$ cat src/rtl/pixel_unpacker.sv
// AXI4-Stream RGB888 unpacker: three packed 32-bit words in, four 24-bit {r,g,b} pixels out.
// Tracks line position to flag early/missing tlast and tuser arriving mid-group.
module pixel_unpacker #(
  parameter int unsigned FRAME_WIDTH = 640,
  parameter int unsigned CNT_W       = 16
) (
  input  logic        aclk,
  input  logic        rst,
  input  logic [31:0] in_stream_tdata,
  input  logic [3:0]  in_stream_tkeep,
  input  logic        in_stream_tvalid,
  output logic        in_stream_tready,
  input  logic        in_stream_tlast,
  input  logic        in_stream_tuser,
  output logic [7:0]  r,
  output logic [7:0]  g,
  output logic [7:0]  b,
  output logic        valid,
  input  logic        ready_in,
  output logic        sof,
  output logic        eol,
  output logic        line_err,
  output logic        sof_err
);

  localparam int unsigned WPL = FRAME_WIDTH * 3 / 4;
  localparam logic [CNT_W-1:0] LAST_PIX  = CNT_W'(FRAME_WIDTH - 1);
  localparam logic [CNT_W-1:0] LAST_WORD = CNT_W'(WPL - 1);

  typedef enum logic [1:0] {P0, P1, P2, P3} phase_e;

  phase_e            phase_q, phase_d;
  logic [23:0]       hold_q, hold_d;
  logic [CNT_W-1:0]  pix_cnt_q, pix_cnt_d;
  logic [CNT_W-1:0]  word_cnt_q, word_cnt_d;
  logic              term_q, term_d;
  logic [23:0]       px_q, px_d;
  logic              valid_q, valid_d;
  logic              sof_q, sof_d;
  logic              eol_q, eol_d;
  logic              line_err_q, line_err_d;
  logic              sof_err_q, sof_err_d;

  logic              adv;
  logic              tready_c;
  logic              beat;
  logic              resync;
  phase_e            phase_eff;
  logic [CNT_W-1:0]  pix_eff;
  logic [CNT_W-1:0]  word_eff;
  logic              emit;
  logic              force_eol;
  logic [23:0]       new_px;

  // tkeep carries no information for this sink
  logic unused_tkeep;
  assign unused_tkeep = ^in_stream_tkeep;

  // Decode, line tracking and output-register next state
  always_comb begin
    phase_d    = phase_q;
    hold_d     = hold_q;
    pix_cnt_d  = pix_cnt_q;
    word_cnt_d = word_cnt_q;
    term_d     = term_q;
    px_d       = px_q;
    valid_d    = valid_q;
    sof_d      = sof_q;
    eol_d      = eol_q;
    line_err_d = 1'b0;
    sof_err_d  = 1'b0;
    emit       = 1'b0;
    force_eol  = 1'b0;
    new_px     = '0;

    adv       = !valid_q || ready_in;
    tready_c  = (phase_q != P3) && adv;
    beat      = in_stream_tvalid && tready_c;
    resync    = beat && in_stream_tuser && (phase_q != P0);
    phase_eff = resync ? P0 : phase_q;
    pix_eff   = resync ? '0 : pix_cnt_q;
    word_eff  = resync ? '0 : word_cnt_q;

    if (adv) begin
      valid_d = 1'b0;
      sof_d   = 1'b0;
      eol_d   = 1'b0;
    end

    if (beat) begin
      emit      = 1'b1;
      sof_d     = in_stream_tuser;
      sof_err_d = resync;
      case (phase_eff)
        P0: begin
          new_px  = in_stream_tdata[23:0];
          hold_d  = {16'h0000, in_stream_tdata[31:24]};
          phase_d = P1;
        end
        P1: begin
          new_px  = {in_stream_tdata[15:0], hold_q[7:0]};
          hold_d  = {8'h00, in_stream_tdata[31:16]};
          phase_d = P2;
        end
        default: begin
          new_px  = {in_stream_tdata[7:0], hold_q[15:0]};
          hold_d  = in_stream_tdata[31:8];
          phase_d = P3;
        end
      endcase
      // Early tlast closes the line after this beat's pixels (held p3 included)
      if (in_stream_tlast && (word_eff != LAST_WORD)) begin
        line_err_d = 1'b1;
        word_cnt_d = '0;
        if (phase_eff == P2) begin
          term_d = 1'b1;
        end else begin
          force_eol = 1'b1;
          phase_d   = P0;
        end
      end else if (word_eff == LAST_WORD) begin
        line_err_d = !in_stream_tlast;
        word_cnt_d = '0;
      end else begin
        word_cnt_d = word_eff + CNT_W'(1);
      end
    end else if (adv && (phase_q == P3)) begin
      emit      = 1'b1;
      new_px    = hold_q;
      phase_d   = P0;
      force_eol = term_q;
      term_d    = 1'b0;
    end

    if (emit) begin
      valid_d = 1'b1;
      px_d    = new_px;
      if (force_eol || (pix_eff == LAST_PIX)) begin
        eol_d     = 1'b1;
        pix_cnt_d = '0;
      end else begin
        pix_cnt_d = pix_eff + CNT_W'(1);
      end
    end
  end

  always_ff @(posedge aclk) begin
    if (rst) begin
      phase_q    <= P0;
      hold_q     <= '0;
      pix_cnt_q  <= '0;
      word_cnt_q <= '0;
      term_q     <= 1'b0;
      px_q       <= '0;
      valid_q    <= 1'b0;
      sof_q      <= 1'b0;
      eol_q      <= 1'b0;
      line_err_q <= 1'b0;
      sof_err_q  <= 1'b0;
    end else begin
      phase_q    <= phase_d;
      hold_q     <= hold_d;
      pix_cnt_q  <= pix_cnt_d;
      word_cnt_q <= word_cnt_d;
      term_q     <= term_d;
      px_q       <= px_d;
      valid_q    <= valid_d;
      sof_q      <= sof_d;
      eol_q      <= eol_d;
      line_err_q <= line_err_d;
      sof_err_q  <= sof_err_d;
    end
  end

  assign in_stream_tready = tready_c;
  assign r        = px_q[23:16];
  assign g        = px_q[15:8];
  assign b        = px_q[7:0];
  assign valid    = valid_q;
  assign sof      = sof_q;
  assign eol      = eol_q;
  assign line_err = line_err_q;
  assign sof_err  = sof_err_q;

endmodule

$ cat config.mk
export PLATFORM = sky130hd
export DESIGN_NAME = pixel_unpacker
export DESIGN_NICKNAME = d
export VERILOG_FILES = /design/src/rtl/pixel_unpacker.sv
export SDC_FILE = /design/constraint.sdc
export NUM_CORES = 1
export LEC_CHECK = 0
export BUFFER_PORTS_ARGS = -buffer_cell sky130_fd_sc_hd__buf_4
export CORE_AREA = 4 4 94 96
export DETAILED_ROUTE_END_ITERATION = 7
export DIE_AREA = 0 0 98 100
export PLACE_DENSITY = 0.78
export SYNTH_ARGS = -nofsm -noshare
export SYNTH_HDL_FRONTEND = slang
export SYNTH_SLANG_ARGS = --single-unit
$ cat constraint.sdc
create_clock -name aclk -period 5.35 [get_ports aclk]
set_input_delay 1.07 -clock aclk [delete_from_list [all_inputs] [get_ports aclk]]
set_output_delay 1.07 -clock aclk [all_outputs]
set_load 0.02 [all_outputs]
; ---- After elaboration in Yosys (flattened, before gate mapping)
; Index checks and enable logic that the tools add are counted.
[op_classes]
addsub = 2
eq_ne = 9
n_mux = 33
bitwise_logic = 1
reduce_logical = 17
[ops]
columns = operator, n
row1 = $pmux W24 S2, 2
row2 = $mux W16, 5
row3 = $mux W24, 2
row4 = $add A16 B1 Y16 const B, 2
row5 = $mux W1, 18
row6 = $eq A16 B10 Y1 const B, 1
row7 = $eq A16 B9 Y1 const B, 1
row8 = $ne A16 B9 Y1 const B, 1
row9 = $mux W2, 5
row10 = $reduce_bool A2 Y1, 4
row11 = $logic_and A1 B1 Y1, 6
row12 = $eq A2 B2 Y1 const B, 2
row13 = $ne A2 B1 Y1 const B, 2
row14 = $pmux W2 S2, 1
row15 = $reduce_and A3 Y1, 1
row16 = $eq A2 B1 Y1 const B, 1
row17 = $logic_not A1 Y1, 2
row18 = $logic_not A2 Y1, 1
row19 = $logic_or A1 B1 Y1, 2
row20 = $ne A2 B2 Y1 const B, 1
row21 = $reduce_or A2 Y1, 1
row22 = $not A1 Y1, 1
[word_totals]
regBits = 88
out_inout_bits = 30
wordCells = 73

; ---- Depth between registers and ports, before layout
; Gate-level depths: netlist of run 1.
[depth]
ltp_word = 14
depth_mapped = 17
depth_no_buf = 12

; ---- Worst setup path after synthesis of run 1
; No wires, ideal clock.
[synth_path]
kind = input-to-reg
startpoint = input in_stream_tvalid
endpoint = register word_cnt_q[6]
arrival_ns = 4.166
required_time_ns = 5.263
setup_slack_ns = 1.097
cell_stages = 17
path_buffers = 5
path_cell_list = buf_2 -> nand2_1 -> or3_1 -> buf_2 -> clkbuf_1 -> and2_1 -> ha_1 -> and4_1 -> nand4_1 -> ha_1 -> clkbuf_1 -> nor4b_4 -> or4b_4 -> buf_6 -> o21ai_1 -> nand2_1 -> o31ai_1
[synth_via]
elab_chain_cells = 7
word_cells_on_any_way = 10
[synth_rtl]
columns = element, line
row1 = from (decl), 11  ; input logic in_stream_tvalid,
row2 = $logic_and A1 B1 Y1 (*), 78  ; beat = in_stream_tvalid && tready_c;
row3 = $logic_and A1 B1 Y1 (2 in series), 79  ; resync = beat && in_stream_tuser && (phase_q != P0);
row4 = $mux W16, 82  ; word_eff = resync ? '0 : word_cnt_q;
row5 = "$add A16 B1 Y16, or another cell as far along", 125  ; word_cnt_d = word_eff + CNT_W'(1);
row6 = $mux W16 or $logic_and A1 B1 Y1 (tied branches), "121, 112"
row7 = $mux W16, 112  ; if (in_stream_tlast && (word_eff != LAST_WORD)) begin
row8 = to (signal assigned), 164  ; word_cnt_q <= word_cnt_d;
row9 = to (decl), 35  ; logic [CNT_W-1:0] word_cnt_q, word_cnt_d;
; Every way passes the cells marked *; elsewhere a longest branch is shown, timed or not.
; A chain may end at the register's enable or synchronous reset.

; ---- Final worst setup path of run 1
[layout_path]
startpoint = input in_stream_tvalid
endpoint = register pix_cnt_q[8]
[layout_via]
elab_chain_cells = 10
word_cells_on_any_way = 17
[layout_rtl]
columns = element, line
row1 = $logic_and A1 B1 Y1 (*), 78
row2 = branches (longest 9 deep; another with $add A16 B1 Y16), n/a
row3 = to (signal assigned), 163  ; pix_cnt_q <= pix_cnt_d;
row4 = to (decl), 34  ; logic [CNT_W-1:0] pix_cnt_q, pix_cnt_d;
; Mark *: on every way between the ends.

==> impl_results.md, run 1 <==
- # Max-Cap Violations: 0
- Util after Layout: 0.6337
- Via Count: 4,390
- Crit start category: input pin
- Max-slew violations: 0
- Dpl hpwl: 8.339 mm
- Cells resized by post-CTS repair: 0
- Worst slew pin tran: 1.238 ns
- # Post-CTS Setup Buffers: 0
- Crit path kind: input pin to flop
- Ys async rst share: 0
- CP cell instances: buf_4, nand2_1, or3_1, and2_1, ha_1, and4_1, nand4_1, ha_1, nand4_1, a21oi_1, nor2_1, nand4_1, a31oi_1
- DR pass1 iterations: 5
- Cts bufs inserted: 9
- Unrepaired setup endpoints after global routing: no
- Initial Util: 0.5430
- CP bufs+invs: 1
- Setup_tns: 0 ns
- Area delta synth->final: 16.71%
- Largest net degree at the start of global routing: 79
- CP delay by family, top: simple AND/OR/NAND/NOR gates
- Most area-consuming cells after synthesis: dfxtp_1 40%, a22oi_1 7.4%, nand2_1 5.8%
- Share of layout cells above drive strength 1: 0.1852
- Layout net count: roughly 600
- Hold_buf cts: 0
- Antenna Nets Post-Route: 0
- Fmax: between 200 and 250 MHz
- Status: complete, no violations
- Final setup fails: 0
- CP Capture Type: flop
- First DRT Iteration DRCs: 368
- Data required time of the worst path: ~5.6 ns
- Die width: 98 µm
- Final Cycle Share: 0.7514
- Root Driver: clkbuf_8
- Worst VDD drop: 152.0 µV
- Worst hold-check path type: flop to flop
- Mapped cell area: approximately 4400 µm²
- Total number of H-tree levels: 3
- Core area: a little over 8000 µm²
- Final Hold Viols: 0
- Final Critical Period: 4.020 ns
- Clk slew on worst S/H paths: 0.09 ns
- Mapped Cells: 517
- Vias in the first global route: 4,173
- Cell row count: 33
- Tot GR Track Use: 0.2504
- Post-Syn Nets: 562
- Slew headroom: 0.1729
- Post-synth EDFFs: 0
- Drt wl/cell: about 18 µm
- Final GP Congestion: ~0.9
- Leakage: 1.845 nW
- Worst EP arrival: between 4 and 5 ns
- Worst path max stage delay: 0.53 ns
- Crit-path slowest cell: a21oi_1
- Die Ht: 100 µm
- Initial antenna violation count: 0
- DR DRC count: 0
- Ys flop type: dfxtp_1
- Die area: 9800 µm²
- Final wirelength: 12.34 mm
- Synth Register Bits: 88
- Cell taking the most area after synthesis: dfxtp_1
- Count of input and output buffers: 67
- DR vias/cell: 6.533
- Post-synth top area share: 0.4030
- Crit path top cell by count: nand4_1
- Worst skew pair latency: 0.35 ns
- Maximum buffer depth of the clock tree: 2
- Synth cell types: 64
- CTS sink count: 88
- Seq/Total Area, Yosys: 0.4030
- Clock Skew: 0.007521 ns
- Pwr Density: 273.3 nW/µm²
- First-pass GRT wire length: a little over 20 mm
- CTS tree: yes
- Antenna fix cells: 0
- Critical path peak fanout: 11
- YS warnings: 0
- Grt ovf: 0
- IO Pins: 72
- Avg Inst Size Synth: 8.456 µm²
-- layout make-up --
| type | instances | area (µm²) |
|---|---|---|
| fill | 739 | 2949 |
| multi-input combinational | 386 | 2412 |
| sequential | 88 | 1762 |
| timing repair buffer | 76 | 570.5 |
| clock buffer | 10 | 137.6 |
| tap | 105 | 131.4 |
| clock inverter | 5 | 81.33 |
| inverter | 2 | 7.507 |
-- state kept, by name, indices dropped and copies added (netlist names) --
register / flops
line_err: 1
pix_cnt_q: 16
phase_q: 2
sof_err: 1
valid: 1
word_cnt_q: 16
sof: 1
hold_q: 24
px_q: 24
eol: 1
term_q: 1
-- routing by layer --
layer | global-route usage | up-vias | wire [µm]
met4 | 0.1044 | 0 | 331
li1 | - | 2062 | -
met2 | 0.4183 | 229 | 5868
met3 | 0.06393 | 25 | 1217
met1 | 0.3081 | 2074 | 4922
met5 | 0 | - | 0
-- worst paths after layout --
check	start	end	cells after the start	slack (ns)
worst max-delay path	in_stream_tvalid	pix_cnt_q[8]	13	1.33
worst min-delay path	hold_q[13]	hold_q[13]	2	0.46
worst max register to register	phase_q[0]	pix_cnt_q[8]	12	1.68
worst min register to register	hold_q[13]	hold_q[13]	2	0.46
-- power by group --
group          leakage (nW)  switching [mW]  internal [mW]  total (mW)
Sequential            0.716          0.0154          0.677       0.692
Clock                 0.108           0.236          0.273       0.509
Combinational          1.02           0.116         0.0768       0.193
-- metrics by stage --
stage	cell area (µm²)	setup WS (ns)	hold slack, ns	cells	power, mW
2_1_floorplan	4372	1.097	0.4310	517	0.8186
3_3_place_gp	4883	1.070	0.4379	657	0.8945
3_5_place_dp	4883	0.9655	0.4473	657	0.8984
4_1_cts	5102	1.337	0.4608	672	1.402
5_1_grt	5102	1.119	0.4844	672	1.449
6_report	5102	1.330	0.4605	672	1.394
-- worst reg2reg max path, stage by stage (launching register included) --
cell and delay [ns]:
dfxtp_1 0.52, xnor2_1 0.16, or3_1 0.42, and2_1 0.20, ha_1 0.23, and4_1 0.24, nand4_1 0.13, ha_1 0.40
nand4_1 0.14, a21oi_1 0.53, nor2_1 0.28, nand4_1 0.18, a31oi_1 0.09
-- Yosys cell counts (6+ instances only) --
master	instances
a211oi_1	8
a21boi_0	7
a21oi_1	26
a221oi_1	16
a222oi_1	8
a22oi_1	43
a31oi_1	10
and2_1	12
and3_1	6
buf_2	10
clkbuf_1	23
dfxtp_1	88
nand2_1	67
nand3_1	20
nand4_1	10
nor2_1	44
nor3_1	7
nor4_1	7
o21ai_0	13
o2bb2ai_1	8
o31ai_1	9
-- placed cells by master (no fill, tap or decap), drive strengths merged, types with 3 or more instances in the layout --
cell / instances
and2: 13
and4: 3
nor2b: 5
nor4b: 4
a21boi: 8
a211oi: 8
nand2: 67
a31oi: 11
nor3: 9
o31ai: 9
nor4: 8
nand3: 20
ha: 3
clkbuf: 10
xnor2: 3
a32o: 4
nand2b: 4
and3: 6
a222oi: 8
nor2: 44
o2bb2ai: 8
dfxtp: 88
a221oi: 16
nand4: 10
or3: 3
a22oi: 43
o21ai: 19
buf: 76
a21oi: 27
-- cells by family (layout without fill, tap and decap cells) --
kind of cell | Yosys count | in the layout | synth area share
simple gates | 202 | 202 | 0.2361
compound gates | 175 | 175 | 0.2934
flops | 88 | 88 | 0.4030
buf+inv | 43 | 93 | 0.04665
xor+xnor | 5 | 5 | 0.01002
fa+ha+maj | 3 | 3 | 0.008587
mux | 1 | 1 | 0.002290
Note: power is estimated with default switching activity, not from simulation.
==> run 2: changes to the inputs <==
--- a/config.mk
+++ b/config.mk
@@ -5,10 +5,11 @@
 export SDC_FILE = /design/constraint.sdc
 export NUM_CORES = 1
 export LEC_CHECK = 0
+export ABC_AREA = 1
 export BUFFER_PORTS_ARGS = -buffer_cell sky130_fd_sc_hd__buf_4
-export CORE_AREA = 4 4 94 96
+export CORE_AREA = 4 4 98 100
 export DETAILED_ROUTE_END_ITERATION = 7
-export DIE_AREA = 0 0 98 100
+export DIE_AREA = 0 0 102 104
 export PLACE_DENSITY = 0.78
 export SYNTH_ARGS = -nofsm -noshare
 export SYNTH_HDL_FRONTEND = slang
==> constraint.sdc (replaced) <==
create_clock -name aclk -period 3.7 [get_ports aclk]
set_input_delay 0.74 -clock aclk [delete_from_list [all_inputs] [get_ports aclk]]
set_output_delay 0.74 -clock aclk [all_outputs]
set_load 0.02 [all_outputs]
==> impl_results.md, run 2 <==
- Cell taking the most area after synthesis: dfxtp_1
- Area delta synth->final: 16.13%
- Worst slew pin tran: 0.9425 ns (-0.2956 ns)
- Ys flop type: dfxtp_1
- Top-count cell post-synth: nand2_1
- Final wirelength: 13.63 mm (+10%)
- Largest registers: hold_q (24), px_q (24)
- Tot GR Track Use: 0.2623 (+0.01196)
- CP Capture Type: flop
- Multiplexer share of the synthesized area: 0 (-0.002290)
- DR pass1 iterations: 5 (unchanged)
- # Max-Cap Violations: 0 (unchanged)
- Seq/Total Area, Yosys: 0.3640 (-0.03896)
- Worst R2R Setup Slack: 0.79 ns (-0.89 ns)
- Mapped cell area: 4840 µm² (+11%)
- Post-Syn Nets: 789 (+40%)
- Initial antenna violation count: 0 (unchanged)
- Ys async rst share: 0 (unchanged)
- Avg Inst Size Synth: 6.505 µm² (-23%)
- RR Startpoint: phase_q[1]
- R2R cell count: 15 (+3)
- DR vias/cell: 5.646 (-14%)
- Total number of H-tree levels: 3 (unchanged)
- Setup_tns: 0 ns (unchanged)
- Most frequent cells in the layout: 197 x nand2_1, 88 x dfxtp_1, 81 x nor2_1
- Cts bufs inserted: 9 (unchanged)
- Hold_buf cts: 0 (unchanged)
- Fillers: 796 (+7.7%)
- Grt ovf: 0 (unchanged)
- Layout net count: 839 (+38%)
- Initial Util: 0.5577 (+0.01470)
- CTS sink count: 88 (unchanged)
- Crit path kind: input pin to flop
- Commonest non-fill, non-tap cell in the layout: nand2_1
- Slew headroom: 0.3693 (+0.1964)
- Crit start category: input pin
- Multi-input gate area: 2614 µm² (+8.4%)
- Critical path peak fanout: 12 (+1)
- YS warnings: 0 (unchanged)
- Placed cells: 891 (+36%)
- Most area-consuming cells after synthesis: dfxtp_1 36%, nand2_1 15%, a21oi_1 8.0%
- Final Cycle Share: 0.7910
- Adder-cell share of the synthesized area: 0.007756 (-0.0008302)
- Non-filler cells, final: 907 (+35%)
- Worst hold-check path type: flop to flop
- First DRT Iteration DRCs: 320 (-13%)
- Post-synth EDFFs: 0 (unchanged)
- Die Ht: 104 µm (+4.0%)
- Hold path start: term_q
- # Post-CTS Setup Buffers: 0 (unchanged)
- Synth Area in Compound Gates: 0.1706 (-0.1227)
- Worst VDD drop: 209.7 µV (+38%)
- Reg-to-reg endpoint: pix_cnt_q[5]
- Largest family of logic cells by synthesized area: simple AND/OR/NAND/NOR gates
- Final Critical Period: 2.927 ns
- Drt wl/cell: 15.03 µm (-18%)
- Cell row count: 34 (+3.0%)
- Worst hold path stage count: 2 (unchanged)
- Final Hold Viols: 0 (unchanged)
- Leakage: 2.241 nW (+21%)
- Post-synth top area share: 0.3640 (-0.03896)
- Die width: 102 µm (+4.1%)
- DR DRC count: 0 (unchanged)
- Clk slew on worst S/H paths: 0.09 ns (about the same)
- Via Count: 5,121 (+17%)
- CTS tree: yes
- Unrepaired setup endpoints after global routing: no
- Share of layout cells above drive strength 1: 0.1489 (-0.03625)
- Pwr Density: 373.2 nW/µm² (+37%)
- Antenna fix cells: 0 (unchanged)
- Final setup fails: 0 (unchanged)
- Antenna Nets Post-Route: 0 (unchanged)
- First-pass GRT wire length: 23.03 mm (+14%)
- XOR/XNOR Fraction of Synth Area: 0.01629 (+0.006270)
- Synth cell types: 37 (-42%)
- Clock Skew: 0.009738 ns (+0.002217 ns)
- IO Pins: 72 (unchanged)
- Largest net degree at the start of global routing: 79 (unchanged)
- Post-Synth Simple-Gate Area: 0.3454 (+0.1093)
- Worst EP arrival: 3.14 ns (-1.08 ns)
- Count of input and output buffers: 67 (unchanged)
- Maximum buffer depth of the clock tree: 2 (unchanged)
- Register area: 1762 µm² (unchanged)
- Root Driver: clkbuf_8
- Fmax: 341.7 MHz
- Synth cell count leaders: 197 x nand2_1, 88 x dfxtp_1, 81 x nor2_1
- Data required time of the worst path: 3.91 ns (-1.64 ns)
- Cells resized by post-CTS repair: 0 (unchanged)
- Worst skew pair latency: 0.37 ns (+0.02 ns)
- Vias in the first global route: 5,023 (+20%)
- Status: complete, no violations
- Mapped Cells: 744 (+44%)
- Final GP Congestion: 0.9283 (+1.1%)
- Die area: 10,610 µm² (+8.2%)
- Hold Path Sink: term_q
- Dpl hpwl: 9.304 mm (+12%)
- Core area: 8678 µm² (+7.8%)
- Synth Register Bits: 88 (unchanged)
- Max-slew violations: 0 (unchanged)
run 2: how the worst max path moves through the flow:
stage,from,slack (ns),cells after the start,endpoint
5_1_grt,phase_q[0],0.51,15,pix_cnt_q[8]
3_5_place_dp,ready_in,0.41,17,pix_cnt_q[0]
3_3_place_gp,ready_in,0.48,17,pix_cnt_q[7]
6_report,ready_in,0.77,17,pix_cnt_q[4]
2_1_floorplan,ready_in,0.57,18,word_cnt_q[10]
4_1_cts,ready_in,0.78,17,pix_cnt_q[4]
run 2: layout make-up:
cell class	instances	share of cell area
clock buffer	10	0.02449
multi-input combinational	539	0.4650
tap	108	0.02404
sequential	88	0.3134
clock inverter	6	0.01736
timing repair buffer	77	0.1028
inverter	79	0.05276
run 2: cell families after synthesis:
| group | Yosys count |
|---|---|
| simple gates | 384 |
| compound gates | 143 |
| buf+inv | 117 |
| flops | 88 |
| xor+xnor | 9 |
| fa+ha+maj | 3 |
run 2: where the power goes:
part | switching (mW) | total (mW) | internal [mW]
Combinational | 0.192 | 0.300 | 0.107
Sequential | 0.0221 | 1.00 | 0.982
Clock | 0.384 | 0.794 | 0.410
Total | 0.598 | 2.10 | 1.50
run 2: per-layer routing:
| metal | GRT usage | vias to the layer above | share of wire |
|---|---|---|---|
| li1 | - | 2547 | - |
| met1 | 0.3230 | 2371 | 0.42 |
| met2 | 0.4429 | 170 | 0.48 |
| met3 | 0.05567 | 33 | 0.063 |
| met4 | 0.09747 | 0 | 0.029 |
| met5 | 0 | - | 0 |
run 2: per-stage QoR:
stage | instance area [µm²] | hold slack [ns] | power, mW | utilization | setup WS [ns]
floorplan | 4840 | 0.4422 | 1.197 | - | 0.5667
global placement | 5385 | 0.4492 | 1.315 | 0.6205 | 0.4786
detailed placement | 5385 | 0.4538 | 1.322 | 0.6205 | 0.4078
CTS | 5620 | 0.4692 | 2.099 | 0.6476 | 0.7756
global route | 5620 | 0.4858 | 2.171 | 0.6476 | 0.5140
finish | 5620 | 0.4702 | 2.098 | 0.6476 | 0.7732
run 2: critical path, stage by stage:
cell	delay, ns
buf_4	0.08
inv_1	0.03
nand2_1	0.14
nand4_4	0.17
nor2_4	0.30
nor2_1	0.08
ha_1	0.26
nand4_1	0.13
nor2_1	0.08
inv_1	0.06
ha_1	0.20
nor2_1	0.08
a211o_1	0.35
nand3_2	0.20
inv_2	0.13
nand2_1	0.08
a21oi_1	0.05
==> run 3: changes to the inputs <==
--- a/config.mk
+++ b/config.mk
@@ -5,12 +5,12 @@
 export SDC_FILE = /design/constraint.sdc
 export NUM_CORES = 1
 export LEC_CHECK = 0
-export ABC_AREA = 1
+export ABC_AREA = 0
 export BUFFER_PORTS_ARGS = -buffer_cell sky130_fd_sc_hd__buf_4
 export CORE_AREA = 4 4 98 100
 export DETAILED_ROUTE_END_ITERATION = 7
 export DIE_AREA = 0 0 102 104
-export PLACE_DENSITY = 0.78
+export PLACE_DENSITY = 0.75
 export SYNTH_ARGS = -nofsm -noshare
 export SYNTH_HDL_FRONTEND = slang
 export SYNTH_SLANG_ARGS = --single-unit
==> constraint.sdc (replaced) <==
create_clock -name aclk -period 2.41 [get_ports aclk]
set_input_delay 0.482 -clock aclk [delete_from_list [all_inputs] [get_ports aclk]]
set_output_delay 0.482 -clock aclk [all_outputs]
set_load 0.02 [all_outputs]
==> impl_results.md, run 3 (synthesis gave the netlist of run 1 again) <==
- Share of layout cells above drive strength 1: 0.3098 (+0.1609)
- Antenna fix cells: 0 (unchanged)
- Fillers: 733 (-7.9%)
- Worst hold path stage count: 3 (+1)
- Worst hold-check path type: input pin to flop
- Critical path peak fanout: 7 (-5)
- Total number of H-tree levels: 3 (unchanged)
- RR Startpoint: phase_q[0]
- Die area: 10,610 µm² (unchanged)
- Placed cells: 705 (-21%)
- Crit-path slowest cell: or4b_4
- Worst slew pin tran: 0.7457 ns (-0.1969 ns)
- Count of input and output buffers: 67 (unchanged)
- DR pass1 iterations: 8 (+3)
- Core area: 8678 µm² (unchanged)
- Vias in the first global route: 4,522 (-10%)
- Hold_buf cts: 0 (unchanged)
- First DRT Iteration DRCs: 432 (+35%)
- Final Critical Period: 2.720 ns
- Commonest non-fill, non-tap cell in the layout: buf_4
- Tot GR Track Use: 0.2577 (-0.004641)
- Initial Util: 0.5037 (-0.05392)
- Crit path kind: flop to flop
- CP Capture Type: flop
- First-pass GRT wire length: 22.38 mm (-2.8%)
- Multi-input gate area: 2597 µm² (-0.62%)
- Final Cycle Share: 1.129
- Drt wl/cell: 18.37 µm (+22%)
- Root Driver: clkbuf_8
- CTS tree: yes
- Largest net degree at the start of global routing: 36 (-54%)
- Worst R2R Setup Slack: -0.31 ns (-1.10 ns)
- Max-slew violations: 0 (unchanged)
- Cell Area, Placed: 5300 µm² (-1.6%)
- Via Count: 4,641 (-9.4%)
- Non-filler cells, final: 731 (-19%)
- Fin worst setup slack: -0.3099 ns (-1.083 ns)
- Fmax: 367.7 MHz
- R2R cell count: 12 (-3)
- Worst EP arrival: 3.00 ns (-0.14 ns)
- Total design power: 3.015 mW (+44%)
- Reg-to-reg endpoint: word_cnt_q[7]
- Die Ht: 104 µm (unchanged)
- Dpl hpwl: 9.450 mm (+1.6%)
- # Max-Cap Violations: 0 (unchanged)
- Pwr Density: 529.5 nW/µm² (+42%)
- Unrepaired setup endpoints after global routing: yes
- Final Hold Viols: 0 (unchanged)
- Worst VDD drop: 351.9 µV (+68%)
- Antenna Nets Post-Route: 0 (unchanged)
- Hold Path Sink: px_q[10]
- Final GP Congestion: 0.9008 (-3.0%)
- Final wirelength: 13.43 mm (-1.5%)
- DR DRC count: 0 (unchanged)
- CP cell instances: xnor2_2, or3_4, and2_4, ha_4, and4_1, nand4_1, ha_2, nor4b_4, or4b_4, nor2b_1, o21ai_1, o31ai_1
- CTS sink count: 88 (unchanged)
- Grt ovf: 0 (unchanged)
- Hold path start: in_stream_tdata[10]
- Layout net count: 663 (-21%)
- Data required time of the worst path: 2.69 ns (-1.22 ns)
- Die width: 102 µm (unchanged)
- Failing checks: negative setup slack
- DR vias/cell: 6.349 (+12%)
- Initial antenna violation count: 0 (unchanged)
- Cts bufs inserted: 9 (unchanged)
- Final setup fails: 29 (+29)
- IO Pins: 72 (unchanged)
- Slew headroom: 0.5019 (+0.1325)
- Worst path max stage delay: 0.57 ns (+0.22 ns)
- Most frequent cells in the layout: 123 x buf_4, 86 x dfxtp_1, 64 x nand2_1
- Clk slew on worst S/H paths: 0.10 ns (about the same)
- Status: finished with violations
- Cell row count: 34 (unchanged)
- Clock Skew: 0.01661 ns (+0.006876 ns)
- Leakage: 2.142 nW (-4.4%)
- Crit start category: flop
- Maximum buffer depth of the clock tree: 2 (unchanged)
- Register area: 1764 µm² (+0.14%)
- Design Area, Final: 5694 µm² (+1.3%)
- Area delta synth->final: 30.25%
- Worst skew pair latency: 0.37 ns (about the same)
- Largest registers: hold_q (24), px_q (24)
run 3: routing by layer:
layer | part of all wire | track usage
met1 | 0.41 | 0.3426
met2 | 0.49 | 0.4090
met3 | 0.077 | 0.05835
met4 | 0.024 | 0.08622
met5 | 0 | 0
run 3: where the power goes:
part | switching (mW) | total, mW | leakage, nW | internal [mW]
sequential | 0.0316 | 1.53 | 0.717 | 1.50
combinational | 0.293 | 0.524 | 1.34 | 0.232
clock | 0.573 | 0.956 | 0.0862 | 0.383
total | 0.897 | 3.02 | 2.14 | 2.12
run 3: worst max-delay path by stage:
stage	startpoint	end	slack, ns
after floorplan	in_stream_tvalid	word_cnt_q[6]	-0.78
after global placement	in_stream_tuser	pix_cnt_q[0]	-0.48
after detailed placement	ready_in	word_cnt_q[13]	-0.56
after CTS	phase_q[0]	word_cnt_q[7]	-0.29
after global routing	phase_q[0]	word_cnt_q[7]	-0.48
final	phase_q[0]	word_cnt_q[7]	-0.31
run 3: area by class of cell:
| cell class | instances | share of cell area |
|---|---|---|
| repair buffers | 130 | 0.1775 |
| multi-input cells | 387 | 0.4562 |
| well taps | 108 | 0.02373 |
| inverters | 2 | 0.001318 |
| clock buffers | 9 | 0.02175 |
| flip-flops and latches | 88 | 0.3098 |
| clock inverters | 7 | 0.009668 |
run 3: worst max-delay path: cells and delay by family (launching register included):
| family | cells | cell delay (ns) |
|---|---|---|
| AND/OR/NAND/NOR | 7 | 1.60 |
| adder cells (fa/ha/maj) | 2 | 0.36 |
| flip-flops | 1 | 0.35 |
| XOR/XNOR | 1 | 0.17 |
| AO/OA/AOI/OAI | 2 | 0.14 |
run 3: stage by stage:
step | worst slack [ns] | TNS, ns | hold WS (ns) | util
3_3_place_gp | -0.4805 | -12.52 | 0.4375 | 0.6107
3_5_place_dp | -0.5552 | -14.91 | 0.4522 | 0.6107
4_1_cts | -0.2949 | -6.656 | 0.3653 | 0.6409
6_report | -0.3099 | -7.227 | 0.3797 | 0.6561
5_1_grt | -0.4785 | -11.65 | 0.3765 | 0.6561
2_1_floorplan | -0.7842 | -18.26 | 0.4310 | -
run 3: repair_timing:
item,4_1_cts,5_1_grt
pin swaps,18,9
cloned,1,0
endpoints found under the setup margin,31,33
resized for setup,16,23
buffers inserted,5,6
endpoints found under the hold margin,0,0
